### config.mk
export PLATFORM = sky130hd
export DESIGN_NAME = div_issue_ctrl
export DESIGN_NICKNAME = d
export VERILOG_FILES = /design/src/rtl/div_issue_ctrl_pkg.sv /design/src/rtl/div_issue_ctrl_watchdog.sv /design/src/rtl/div_issue_ctrl.sv
export SDC_FILE = /design/constraint.sdc
export NUM_CORES = 1
export LEC_CHECK = 0
export BUFFER_PORTS_ARGS = -buffer_cell sky130_fd_sc_hd__buf_2
export CORE_MARGIN = 1
export CORE_UTILIZATION = 47
export CTS_CLUSTER_DIAMETER = 100
export DETAILED_ROUTE_END_ITERATION = 8
export PLACE_DENSITY = 0.8
export SLEW_MARGIN = 20
export SYNTH_ARGS = -nofsm -noshare
export SYNTH_HDL_FRONTEND = slang
export SYNTH_HIERARCHICAL = 1
export SYNTH_SLANG_ARGS = --single-unit
### constraint.sdc
create_clock -name clk -period 2.8 [get_ports clk]
set_input_delay 0.56 -clock clk [delete_from_list [all_inputs] [get_ports clk]]
set_output_delay 0.56 -clock clk [all_outputs]
set_load 0.05 [all_outputs]
### src/rtl/div_issue_ctrl_pkg.sv
// Shared definitions for the divider issue controller: state encoding,
// divide opcodes and word constants.
`default_nettype none

package div_issue_ctrl_pkg;

  typedef enum logic [1:0] {
    ST_IDLE = 2'd0,
    ST_ZERO = 2'd1,
    ST_BUSY = 2'd2,
    ST_DONE = 2'd3
  } state_t;

  localparam logic [5:0]  ALUOP_DIV  = 6'b011010;
  localparam logic [5:0]  ALUOP_DIVU = 6'b011011;
  localparam logic        RST_ENABLE = 1'b1;
  localparam logic [31:0] ZERO_WORD  = 32'h0000_0000;

  function automatic logic is_zero(input logic [31:0] word);
    return word == ZERO_WORD;
  endfunction

endpackage

`default_nettype wire

### src/rtl/div_issue_ctrl_watchdog.sv
// Busy-cycle watchdog: counts while enabled, restarts on clear, flags expiry
// once the count reaches TIMEOUT.
`default_nettype none

module div_issue_ctrl_watchdog #(
  parameter int TIMEOUT = 40
) (
  input  logic clk,
  input  logic rst,
  input  logic clear,
  input  logic enable,
  output logic expired
);

  localparam int            W     = $clog2(TIMEOUT + 1);
  localparam logic [W-1:0]  LIMIT = W'(TIMEOUT);

  logic [W-1:0] count;

  always_ff @(posedge clk) begin
    if (rst || clear) begin
      count <= '0;
    end else if (enable && count != LIMIT) begin
      count <= count + 1'b1;
    end
  end

  assign expired = enable && (count == LIMIT);

endmodule

`default_nettype wire

### src/rtl/div_issue_ctrl.sv
// EX-stage divide initiator: latches operands, runs the iterative divider,
// stalls the pipe until a result (or zero-divisor / watchdog abort) is ready.
`default_nettype none

module div_issue_ctrl
  import div_issue_ctrl_pkg::*;
#(
  parameter int DIV_CYCLES = 32,
  parameter int TIMEOUT    = 40
) (
  input  logic        clk,
  input  logic        rst,
  input  logic        is_div_i,
  input  logic        signed_i,
  input  logic [31:0] reg1_i,
  input  logic [31:0] reg2_i,
  input  logic        flush_i,
  input  logic        ex_stall_i,
  output logic        div_signed_o,
  output logic [31:0] div_opdata1_o,
  output logic [31:0] div_opdata2_o,
  output logic        div_start_o,
  output logic        div_annul_o,
  input  logic [63:0] div_result_i,
  input  logic        div_ready_i,
  output logic        stallreq_o,
  output logic        hilo_we_o,
  output logic [31:0] hi_o,
  output logic [31:0] lo_o,
  output logic        div_err_o
);

  if (TIMEOUT <= DIV_CYCLES) begin : g_bad_timeout
    $error("div_issue_ctrl: TIMEOUT must exceed DIV_CYCLES");
  end

  state_t      state;
  logic        signed_q;
  logic [31:0] opdata1;
  logic [31:0] opdata2;
  logic [31:0] hi_q;
  logic [31:0] lo_q;
  logic        we_q;
  logic        annul_q;
  logic        err_q;
  logic        issue;
  logic        issue_busy;
  logic        expired;

  assign issue      = (state == ST_IDLE) && is_div_i && !flush_i;
  assign issue_busy = issue && !is_zero(reg2_i);

  div_issue_ctrl_watchdog #(
    .TIMEOUT (TIMEOUT)
  ) u_watchdog (
    .clk     (clk),
    .rst     (rst),
    .clear   (issue_busy),
    .enable  (state == ST_BUSY),
    .expired (expired)
  );

  always_ff @(posedge clk) begin
    if (rst == RST_ENABLE) begin
      state    <= ST_IDLE;
      signed_q <= 1'b0;
      opdata1  <= ZERO_WORD;
      opdata2  <= ZERO_WORD;
      hi_q     <= ZERO_WORD;
      lo_q     <= ZERO_WORD;
      we_q     <= 1'b0;
      annul_q  <= 1'b0;
      err_q    <= 1'b0;
    end else begin
      we_q    <= 1'b0;
      annul_q <= 1'b0;
      case (state)
        ST_IDLE: begin
          if (issue_busy) begin
            state    <= ST_BUSY;
            opdata1  <= reg1_i;
            opdata2  <= reg2_i;
            signed_q <= signed_i;
          end else if (issue) begin
            state <= ST_ZERO;
          end
        end
        ST_ZERO: begin
          if (flush_i) begin
            state <= ST_IDLE;
          end else begin
            hi_q  <= ZERO_WORD;
            lo_q  <= ZERO_WORD;
            we_q  <= 1'b1;
            state <= ST_DONE;
          end
        end
        ST_BUSY: begin
          // Flush beats a same-cycle ready: the result belongs to a dead instruction.
          if (flush_i) begin
            annul_q <= 1'b1;
            state   <= ST_IDLE;
          end else if (div_ready_i) begin
            hi_q  <= div_result_i[63:32];
            lo_q  <= div_result_i[31:0];
            we_q  <= 1'b1;
            state <= ST_DONE;
          end else if (expired) begin
            annul_q <= 1'b1;
            err_q   <= 1'b1;
            hi_q    <= ZERO_WORD;
            lo_q    <= ZERO_WORD;
            we_q    <= 1'b1;
            state   <= ST_DONE;
          end
        end
        ST_DONE: begin
          // Parking here while EX is held keeps the same DIV from reissuing.
          if (flush_i || !ex_stall_i) begin
            state <= ST_IDLE;
          end
        end
        default: state <= ST_IDLE;
      endcase
    end
  end

  assign div_signed_o  = signed_q;
  assign div_opdata1_o = opdata1;
  assign div_opdata2_o = opdata2;
  assign div_start_o   = (state == ST_BUSY);
  assign div_annul_o   = annul_q;
  assign stallreq_o    = issue || (state == ST_ZERO) || (state == ST_BUSY);
  assign hilo_we_o     = we_q && !flush_i;
  assign hi_o          = hi_q;
  assign lo_o          = lo_q;
  assign div_err_o     = err_q;

endmodule

`default_nettype wire
==> results of run 1 <==
## state kept, by name (all words and copies together) (netlist names)
signal,cells
div_annul_o,1
we_q,1
state,2
lo_o,32
div_opdata2_o,32
div_signed_o,1
u_watchdog/count,6
div_err_o,1
div_opdata1_o,32
hi_o,32
## cells in the mapped netlist (2+ instances only)
| cell type | instances | area (µm²) |
|---|---|---|
| sky130_fd_sc_hd__clkbuf_1 | 33 | 124 |
| sky130_fd_sc_hd__buf_1 | 6 | 22.5 |
| sky130_fd_sc_hd__nor3_1 | 3 | 15.0 |
| sky130_fd_sc_hd__buf_2 | 5 | 25.0 |
| sky130_fd_sc_hd__a21o_1 | 2 | 15.0 |
| sky130_fd_sc_hd__buf_6 | 4 | 45.0 |
| sky130_fd_sc_hd__mux2i_1 | 67 | 671 |
| sky130_fd_sc_hd__nor4_1 | 8 | 50.1 |
| sky130_fd_sc_hd__buf_4 | 6 | 45.0 |
| sky130_fd_sc_hd__inv_1 | 7 | 26.3 |
| sky130_fd_sc_hd__o21ai_0 | 55 | 275 |
| sky130_fd_sc_hd__a21oi_1 | 67 | 335 |
| sky130_fd_sc_hd__o21ai_1 | 11 | 55.1 |
| sky130_fd_sc_hd__clkinv_1 | 2 | 7.51 |
| sky130_fd_sc_hd__clkbuf_2 | 6 | 30.0 |
| sky130_fd_sc_hd__ha_1 | 6 | 75.1 |
| sky130_fd_sc_hd__o211a_1 | 2 | 20.0 |
| sky130_fd_sc_hd__and4_1 | 2 | 17.5 |
| sky130_fd_sc_hd__xor2_1 | 2 | 17.5 |
| sky130_fd_sc_hd__nand4_1 | 65 | 407 |
| sky130_fd_sc_hd__nor2_1 | 3 | 11.3 |
| sky130_fd_sc_hd__nor2b_1 | 3 | 18.8 |
| sky130_fd_sc_hd__dfxtp_1 | 140 | 2800 |
| sky130_fd_sc_hd__nand2_1 | 142 | 533 |
## per-layer routing
| layer | wire length, µm | vias up | global-route usage [%] |
|---|---|---|---|
| met5 | 0 | - | 0 |
| li1 | - | 2836 | - |
| met1 | 6430 | 2599 | 27.9 |
| met3 | 1390 | 34 | 8.78 |
| met4 | 396 | 0 | 11.9 |
| met2 | 7750 | 242 | 41.6 |
## power groups by stage
stage	registers, mW	logic, mW	clock network, mW
after global placement	2.31	2.62	0
after floorplan	2.88	1.43	0
after global routing	2.30	2.82	2.17
final	2.28	2.64	2.03
after detailed placement	2.31	2.63	0
after CTS	2.28	2.63	2.07
## metrics by stage
stage               hold WS [ps]  cell area (µm²)
floorplan                    470             5820
global placement             439             7270
detailed placement           444             7270
CTS                          373             7790
global route                 377             7790
finish                       389             7790
## tightest hold or removal path: stages
cell,delay [ps]
sky130_fd_sc_hd__buf_2,90
sky130_fd_sc_hd__nand2_1,40
sky130_fd_sc_hd__mux2i_1,50
## area by class of cell
| class | instances | area, µm² |
|---|---|---|
| Multi-Input combinational cell | 457 | 2700 |
| Sequential cell | 140 | 2800 |
| Tap cell | 168 | 210 |
| Timing Repair Buffer | 284 | 1520 |
| Clock buffer | 24 | 482 |
| Clock inverter | 3 | 40.0 |
| Fill cell | 1023 | 4270 |
| Inverter | 9 | 35.0 |
## how the worst max path moves through the flow
| stage | end | startpoint | cells past startpoint | slack [ps] |
|---|---|---|---|---|
| 6_report | stallreq_o | state[0] | 6 | 430 |
| 2_1_floorplan | hi_o[0] | state[0] | 9 | 450 |
| 5_1_grt | stallreq_o | state[0] | 6 | 290 |
| 3_3_place_gp | u_watchdog/count[0] | reg2_i[26] | 7 | 450 |
| 4_1_cts | stallreq_o | state[0] | 6 | 400 |
| 3_5_place_dp | u_watchdog/count[2] | reg2_i[26] | 6 | 400 |
## cell families after synthesis
logic type,after synthesis
AOI/OAI and AO/OA,148
xor gates and xnor gates,2
buffers and inverters,70
and+or+nand+nor,234
DFF,140
adders and majority gates,6
muxes,67
==> impl_metrics.env, run 1 <==
export IMPL_outcome="completed"
export IMPL_timing_final_hold_violations=0
export IMPL_synth_seq_area_share_pct=48.1
export IMPL_setup_viol_count_final=0
export IMPL_max_clock_path_buffers=2
export IMPL_dr_total_vias=5711
export IMPL_tritoncts_num_buffers=17
export IMPL_cts_root_buffer="sky130_fd_sc_hd__clkbuf_16"
export IMPL_asyncSetResetFlopFracSynth_pct=0
export IMPL_globalRouteOverflowTotal=0
export IMPL_drc_errors=0
export IMPL_min_period_ps=2370
export IMPL_netlist_instances=667
export IMPL_period_utilization_post_route_pct=84.7
export IMPL_floorplan_die_height_um=113
export IMPL_synth_top_flop_cell="sky130_fd_sc_hd__dfxtp_1"
export IMPL_area_growth_synth_to_final_pct=33.8
export IMPL_timing_clock_skew_ps=3.23
export IMPL_syn_nets=808
export IMPL_post_cts_setup_buffers=0
export IMPL_die_width_um=113
export IMPL_synth_seq_cells=140
export IMPL_crit_path_max_fanout=11
export IMPL_pin_count_of_the_biggest_net_entering_global_routing=133
export IMPL_synth_warning_count=6
export IMPL_drt_total_wl_um=16000
export IMPL_dieArea_um2=12800
export IMPL_grt_pass1_wl_um=24900
export IMPL_slew_headroom_pct=55.4
export IMPL_finished_layout_cells=1085
export IMPL_power_internal_mw=4.13
export IMPL_synth_edf_count=0
export IMPL_fraction_of_the_mapped_netlist_area_in_adder_cells_pct=1.29
export IMPL_max_stage_delay_ps=370
export IMPL_critical_path_reg2reg_startpoint="u_watchdog/count[0]"
export IMPL_vias_per_cell=5.26
export IMPL_worst_hold_startpoint="reg1_i[20]"
export IMPL_layout_cells_most_common_list="sky130_fd_sc_hd__buf_2, sky130_fd_sc_hd__nand2_1, sky130_fd_sc_hd__dfxtp_1"
export IMPL_worstHoldPathCells=3
export IMPL_avgRoutedWirePerCell_um=14.7
export IMPL_layout_commonest_cell="sky130_fd_sc_hd__buf_2"
export IMPL_achievable_frequency_mhz=422
export IMPL_yosys_mux_area_fraction_pct=11.5
export IMPL_grt_pass1_vias=5274
export IMPL_drt_iter0_markers=403
export IMPL_synth_cell_type_count=44
export IMPL_power_per_cell_area_nw_per_um2=891
export IMPL_post_place_ws_ps=401
export IMPL_floorplan_initialDensity_pct=48.3
export IMPL_seq_power_share_pct=32.8
export IMPL_combPwrFrac_pct=38.0
export IMPL_worst_ir_drop_vdd_mv=0.504
export IMPL_crit_path_end_kind="output pin"
export IMPL_slew_viol_final=0
export IMPL_reg2reg_slack_ps=530
export IMPL_dp_hpwl_um=10900
export IMPL_cts_sinks=140
export IMPL_fin_nets=1050
export IMPL_path_buf_inv=3
export IMPL_netSwitchingPower_mw=2.82
export IMPL_cts_hold_buffers_added=0
export IMPL_r2r_end="hi_o[4]"
export IMPL_worst_ep_arrival_ps=1810
export IMPL_crit_chain="inv_1 -> ha_1 -> buf_4 -> nor2_1 -> nand2_1 -> buf_2"
export IMPL_dp_cells=1058
export IMPL_detail_route_first_pass_iterations=5
export IMPL_post_synth_xor_area_fraction_pct=0.301
export IMPL_clock_tree_htree_level_count=4
export IMPL_fraction_of_layout_instances_using_a_drive_strength_above_1_pct=34.7
export IMPL_hp_class="input pin to flop"
export IMPL_gp_routability_congestion=0.793
export IMPL_worstRegToRegCells=8
export IMPL_row_count=40
export IMPL_cts_tree="yes"
export IMPL_leakage_power_total_nw=3.50
export IMPL_timing_setup_critical_path_class="flop to output pin"
export IMPL_worst_hold_path_ep="div_opdata1_o[20]"
export IMPL_worst_endpoint_required_time_ps=2240
export IMPL_post_cts_gate_resize_count=0
export IMPL_synthSimpleGateAreaFrac_pct=19.1
export IMPL_timing_worst_slew_pin_value_ps=668
export IMPL_synth_top_family_by_area="simple AND/OR/NAND/NOR gates"
export IMPL_synthesis_area_per_instance_um2=8.73
export IMPL_io_pin_count=269
export IMPL_place_port_buffers=268
export IMPL_syn_cell_area_um2=5820
export IMPL_setup_ws_ps=428
export IMPL_synth_area_in_compound_gates_pct=13.9
export IMPL_max_cap_violations=0
export IMPL_switching_share_pct=40.6
export IMPL_cp_top_family="buffers and inverters"
export IMPL_core_area_um2=12100
export IMPL_grt_util_all_layers_pct=24.7
export IMPL_slowest_stage="sky130_fd_sc_hd__dfxtp_1"
export IMPL_setup_tns_ps=0
export IMPL_p_clk_share_pct=29.2
export IMPL_drtAntennaViolNets=0
export IMPL_antenna_found_initial=0
export IMPL_antennaDiodeCount=0
export IMPL_setup_repair_after_global_routing_missed_its_margin="no"
export IMPL_crit_path_start_kind="flop"
export IMPL_finalCoreUtilization_pct=64.6
export IMPL_worst_skew_pair_late_latency_ps=410
export IMPL_clk_pin_slew_ps=50
export IMPL_total_power_mw=6.94
No activity file was read; power rests on OpenSTA's default activity.
==> inputs of run 2 (changes only) <==
CORE_UTILIZATION = 42   (was 47)
PLACE_DENSITY = 0.76   (was 0.8)
clock period = 2.1 ns   (was 2.8 ns; I/O delays follow)
==> run 2 against run 1 <==
Clock skew rose by 9.3 ps. Clock power up 32%. Total power up 36%. Setup slack got worse by 340 ps. Flip-flop and latch count did not move. Wire length rose by 2.5%. Critical endpoint is now lo_o[24]. Largest cell class unchanged. Largest power group unchanged.
==> impl_metrics.env, run 2 (synthesis results as in run 1) <==
export IMPL_outcome="completed"
export IMPL_cts_root_buffer="sky130_fd_sc_hd__clkbuf_16"
export IMPL_drtAntennaViolNets=0
export IMPL_drc_errors=0
export IMPL_worst_hold_startpoint="reg1_i[2]"
export IMPL_power_per_cell_area_nw_per_um2=1190
export IMPL_area_growth_synth_to_final_pct=35.8
export IMPL_finalInstanceArea_um2=7910
export IMPL_grt_util_all_layers_pct=21.9
export IMPL_layout_commonest_cell="sky130_fd_sc_hd__buf_2"
export IMPL_crit_chain="inv_1 -> ha_1 -> and3_1 -> or3b_4 -> a21oi_4 -> buf_12 -> o21ai_0 -> a21oi_1"
export IMPL_crit_path_start_kind="flop"
export IMPL_crit_path_end_kind="flop"
export IMPL_floorplan_die_height_um=120
export IMPL_crit_path_max_fanout=32
export IMPL_layout_cells_most_common_list="sky130_fd_sc_hd__buf_2, sky130_fd_sc_hd__nand2_1, sky130_fd_sc_hd__dfxtp_1"
export IMPL_hp_class="input pin to flop"
export IMPL_globalRouteOverflowTotal=0
export IMPL_cts_sinks=140
export IMPL_grt_pass1_wl_um=25200
export IMPL_finalCoreUtilization_pct=59.0
export IMPL_post_cts_setup_buffers=0
export IMPL_post_place_ws_ps=80.9
export IMPL_fin_nets=1054
export IMPL_slowest_stage="sky130_fd_sc_hd__or3b_4"
export IMPL_tritoncts_num_buffers=17
export IMPL_clock_tree_htree_level_count=4
export IMPL_pin_count_of_the_biggest_net_entering_global_routing=65
export IMPL_period_utilization_post_route_pct=96.0
export IMPL_floorplan_initialDensity_pct=43.5
export IMPL_row_count=42
export IMPL_max_clock_path_buffers=2
export IMPL_timing_clock_skew_ps=12.5
export IMPL_max_cap_violations=0
export IMPL_reg2reg_slack_ps=80
export IMPL_die_width_um=120
export IMPL_setup_ws_ps=84.0
export IMPL_slew_viol_final=0
export IMPL_antennaDiodeCount=0
export IMPL_worst_endpoint_required_time_ps=2430
export IMPL_antenna_found_initial=0
export IMPL_dr_total_vias=5762
export IMPL_worst_skew_pair_late_latency_ps=410
export IMPL_place_port_buffers=268
export IMPL_dpl_cell_area_um2=7330
export IMPL_worst_ep_arrival_ps=2340
export IMPL_setup_repair_after_global_routing_missed_its_margin="yes"
export IMPL_achievable_frequency_mhz=496
export IMPL_dieArea_um2=14300
export IMPL_vias_per_cell=5.23
export IMPL_cts_hold_buffers_added=0
export IMPL_timing_worst_slew_pin_value_ps=606
export IMPL_worst_ir_drop_vdd_mv=0.894
export IMPL_io_pin_count=269
export IMPL_timing_setup_critical_path_class="flop to flop"
export IMPL_gp_routability_congestion=0.791
export IMPL_cp_top_family="simple AND/OR/NAND/NOR gates"
export IMPL_critical_path_reg2reg_startpoint="u_watchdog/count[0]"
export IMPL_dp_hpwl_um=10900
export IMPL_cts_tree="yes"
export IMPL_slew_headroom_pct=59.6
export IMPL_path_buf_inv=2
export IMPL_worstSetupStartpoint="u_watchdog/count[0]"
export IMPL_drt_iter0_markers=399
export IMPL_grt_pass1_vias=5191
export IMPL_leakage_power_total_nw=3.53
export IMPL_layout_filler_cell_count=1206
export IMPL_avgRoutedWirePerCell_um=14.8
export IMPL_detail_route_first_pass_iterations=5
export IMPL_min_period_ps=2020
export IMPL_max_stage_delay_ps=410
export IMPL_timing_final_hold_violations=0
export IMPL_clk_pin_slew_ps=60
export IMPL_core_area_um2=13400
export IMPL_setup_viol_count_final=0
export IMPL_fraction_of_layout_instances_using_a_drive_strength_above_1_pct=35.4
export IMPL_drt_total_wl_um=16400
-- run 2: layer usage --
| metal | wire (µm) | global-route usage, % | vias up |
|---|---|---|---|
| met4 | 198 | 7.19 | 0 |
| met2 | 7760 | 36.5 | 250 |
| met5 | 0 | 0 | - |
| met3 | 1390 | 7.56 | 14 |
| met1 | 7010 | 26.3 | 2652 |
| li1 | - | - | 2846 |
-- run 2: per-stage QoR --
stage / power (mW) / setup TNS (ps) / hold slack, ps / cells
final: 9.43 / 0 / 251 / 1102
after global placement: 6.63 / 0 / 439 / 1069
after floorplan: 5.76 / 0 / 470 / 667
after global routing: 9.85 / -11.1 / 244 / 1102
after detailed placement: 6.64 / 0 / 444 / 1069
after CTS: 9.34 / 0 / 235 / 1101
-- run 2: worst min-delay path, cell delays in order --
cell,delay [ps]
sky130_fd_sc_hd__buf_2,90
sky130_fd_sc_hd__nand2_1,40
sky130_fd_sc_hd__mux2i_1,50
-- run 2: power breakdown --
| part | switching [mW] | leakage, nW | internal (mW) | total, mW |
|---|---|---|---|---|
| clock | 1.08 | 0.250 | 1.60 | 2.68 |
| combinational | 2.73 | 2.15 | 0.995 | 3.73 |
| sequential | 0.121 | 1.13 | 2.91 | 3.03 |
-- run 2: final cells by class --
cell class | count | area [µm²] | share of cell area [%]
repair buffers | 288 | 1590 | 20.1
well taps | 176 | 220 | 2.78
clock inverters | 6 | 37.5 | 0.475
multi-input cells | 457 | 2740 | 34.6
flip-flops and latches | 140 | 2800 | 35.4
inverters | 9 | 36.3 | 0.459
clock buffers | 26 | 489 | 6.18
-- run 2: path summary, 6_finish.rpt --
kind	end	cells past startpoint
setup reg to reg	lo_o[24]	8
hold / removal	div_opdata1_o[2]	3
setup / recovery	lo_o[24]	8
hold reg to reg	div_opdata1_o[26]	2
-- run 2: repair_timing --
item,4_1_cts,5_1_grt
pin swaps,0,1
resized for setup,2,3
cloned,0,1
endpoints found under the setup margin,1,22
==> inputs of run 3 (changes only) <==
CORE_ASPECT_RATIO = 1.4   (was default)
GPL_ROUTABILITY_DRIVEN = 0   (was default)
==> run 3 against run 2 <==
Setup slack lost 23 ps. Combinational power rose by 3%. Clock skew decreased by 1.1 ps. Wire length is 3.0% higher. Cell area grew 1.5%. Sequential power about the same. Via count down 0.42%. Total power increased by 5.7%. Fmax fell by 1.1%. Clock-buffer cell count shrank 7. Flip-flop and latch count did not move. Critical endpoint is now hi_o[24]. Highest routed layer unchanged.
==> impl_metrics.env, run 3 (synthesis results as in run 1) <==
export IMPL_fraction_of_layout_instances_using_a_drive_strength_above_1_pct=36.2
export IMPL_setup_viol_count_final=0
export IMPL_clk_pin_slew_ps=70
export IMPL_row_count=50
export IMPL_fin_nets=1055
export IMPL_timing_final_hold_violations=0
export IMPL_dieArea_um2=14300
export IMPL_worstRegToRegCells=9
export IMPL_drt_total_wl_um=16800
export IMPL_timing_worst_slew_pin_value_ps=587
export IMPL_slew_viol_final=0
export IMPL_dpl_cell_area_um2=7310
export IMPL_drt_iter0_markers=139
export IMPL_tritoncts_num_buffers=17
export IMPL_multi_input_comb_area_um2=2720
export IMPL_core_area_um2=13500
export IMPL_layout_commonest_cell="sky130_fd_sc_hd__buf_2"
export IMPL_avgRoutedWirePerCell_um=15.2
export IMPL_setup_tns_ps=0
export IMPL_crit_path_max_fanout=16
export IMPL_detail_route_first_pass_iterations=5
export IMPL_dp_cells=1071
export IMPL_crit_path_end_kind="flop"
export IMPL_max_cap_violations=0
export IMPL_drc_errors=0
export IMPL_worst_hold_startpoint="reg1_i[16]"
export IMPL_worst_endpoint_required_time_ps=2440
export IMPL_combPwrFrac_pct=38.5
export IMPL_seq_power_share_pct=30.5
export IMPL_switching_share_pct=40.7
export IMPL_area_growth_synth_to_final_pct=37.9
export IMPL_worst_ir_drop_vdd_mv=0.626
export IMPL_r2r_end="hi_o[24]"
export IMPL_cts_sinks=140
export IMPL_grt_pass1_wl_um=24600
export IMPL_timing_clock_skew_ps=11.4
export IMPL_slew_headroom_pct=60.9
export IMPL_antenna_found_initial=1
export IMPL_die_width_um=102
export IMPL_cts_tree="yes"
export IMPL_power_per_cell_area_nw_per_um2=1240
export IMPL_achievable_frequency_mhz=490
export IMPL_cts_hold_buffers_added=0
export IMPL_dp_hpwl_um=10900
export IMPL_cts_root_buffer="sky130_fd_sc_hd__clkbuf_16"
export IMPL_io_pin_count=269
export IMPL_finished_layout_cells=1109
export IMPL_layout_cells_most_common_list="sky130_fd_sc_hd__buf_2, sky130_fd_sc_hd__nand2_1, sky130_fd_sc_hd__dfxtp_1"
export IMPL_worstHoldPathCells=3
export IMPL_globalRouteOverflowTotal=0
export IMPL_clock_tree_htree_level_count=4
export IMPL_worst_ep_arrival_ps=2370
export IMPL_worst_hold_path_ep="div_opdata1_o[16]"
export IMPL_critical_path_reg2reg_startpoint="state[0]"
export IMPL_place_port_buffers=268
export IMPL_worst_skew_pair_late_latency_ps=410
export IMPL_pin_count_of_the_biggest_net_entering_global_routing=68
export IMPL_reg2reg_slack_ps=60
export IMPL_max_clock_path_buffers=2
export IMPL_hp_class="input pin to flop"
export IMPL_netSwitchingPower_mw=4.06
export IMPL_leakage_power_total_nw=3.57
export IMPL_ff_latch_area_um2=2810
export IMPL_grt_util_all_layers_pct=21.6
export IMPL_period_utilization_post_route_pct=97.1
export IMPL_floorplan_die_height_um=141
export IMPL_dr_total_vias=5738
export IMPL_crit_path_start_kind="flop"
export IMPL_min_period_ps=2040
export IMPL_p_clk_share_pct=31.1
export IMPL_floorplan_initialDensity_pct=43.3
export IMPL_outcome="completed"
export IMPL_timing_setup_critical_path_class="flop to flop"
export IMPL_finalInstanceArea_um2=8030
export IMPL_vias_per_cell=5.17
export IMPL_power_internal_mw=5.91
export IMPL_grt_pass1_vias=5209
export IMPL_layout_filler_cell_count=1191
export IMPL_drtAntennaViolNets=0
[run 3: changes by cell type in the layout (fill, tap and decap cells not counted), sizes merged]
cell	delta
clkinv	-2
bufinv	+3
inv	+3
diode	+1
clkinvlp	+2
clkbuf	-6
[run 3: layer usage]
metal / vias up / share of wire [%] / track usage (%)
met5: - / 0 / 0
met4: 0 / 0.79 / 7.09
met1: 2639 / 39 / 24.6
met2: 237 / 51 / 37.2
met3: 8 / 8.9 / 7.59
li1: 2854 / - / -
[run 3: worst max-delay path, cell delays in order (launching register included)]
cell and delay (ps):
sky130_fd_sc_hd__dfxtp_1 320, sky130_fd_sc_hd__inv_1 80, sky130_fd_sc_hd__ha_4 180, sky130_fd_sc_hd__and3_1 190, sky130_fd_sc_hd__or3b_4 420, sky130_fd_sc_hd__a21oi_4 210
sky130_fd_sc_hd__buf_12 150, sky130_fd_sc_hd__buf_6 180, sky130_fd_sc_hd__o21ai_0 100, sky130_fd_sc_hd__a21oi_1 140
[run 3: stage by stage]
step	setup slack (ps)	hold WS [ps]	utilization, %	power, mW
floorplan	43.6	470	-	5.76
global placement	131	438	54.3	6.62
detailed placement	67.3	444	54.3	6.63
CTS	32.8	237	58.9	9.75
global route	-8.48	239	59.7	10.4
finish	60.9	248	59.7	9.97
[run 3: layout make-up]
| cell class | count | share of cell area (%) |
|---|---|---|
| Multi-Input combinational cell | 457 | 33.9 |
| Tap cell | 182 | 2.84 |
| Inverter | 9 | 0.436 |
| Antenna cell | 1 | 0.0312 |
| Sequential cell | 140 | 34.9 |
| Clock inverter | 12 | 2.03 |
| Clock buffer | 19 | 5.51 |
| Timing Repair Buffer | 289 | 20.4 |
[run 3: repair_timing]
action	CTS	global route
pin swaps	0	2
endpoints found under the setup margin	1	36
gates resized for setup	3	2
buffers inserted	0	1
gates cloned	0	5
[run 3: worst max path at each step]
stage | startpoint | to | slack [ps] | depth (start not counted)
floorplan | state[0] | hi_o[0] | 40 | 9
global route | u_watchdog/count[0] | lo_o[6] | -8 | 9
global placement | flush_i | div_opdata1_o[20] | 130 | 6
CTS | state[1] | stallreq_o | 30 | 5
finish | state[0] | hi_o[24] | 60 | 9
detailed placement | flush_i | div_opdata1_o[10] | 70 | 6
[run 3: power by group through the flow]
| stage | Combinational [mW] | Sequential, mW | Clock, mW |
|---|---|---|---|
| after floorplan | 1.93 | 3.84 | 0 |
| after global placement | 3.54 | 3.08 | 0 |
| after detailed placement | 3.55 | 3.08 | 0 |
| after CTS | 3.57 | 3.04 | 3.15 |
| after global routing | 4.07 | 3.06 | 3.28 |
| final | 3.83 | 3.04 | 3.10 |
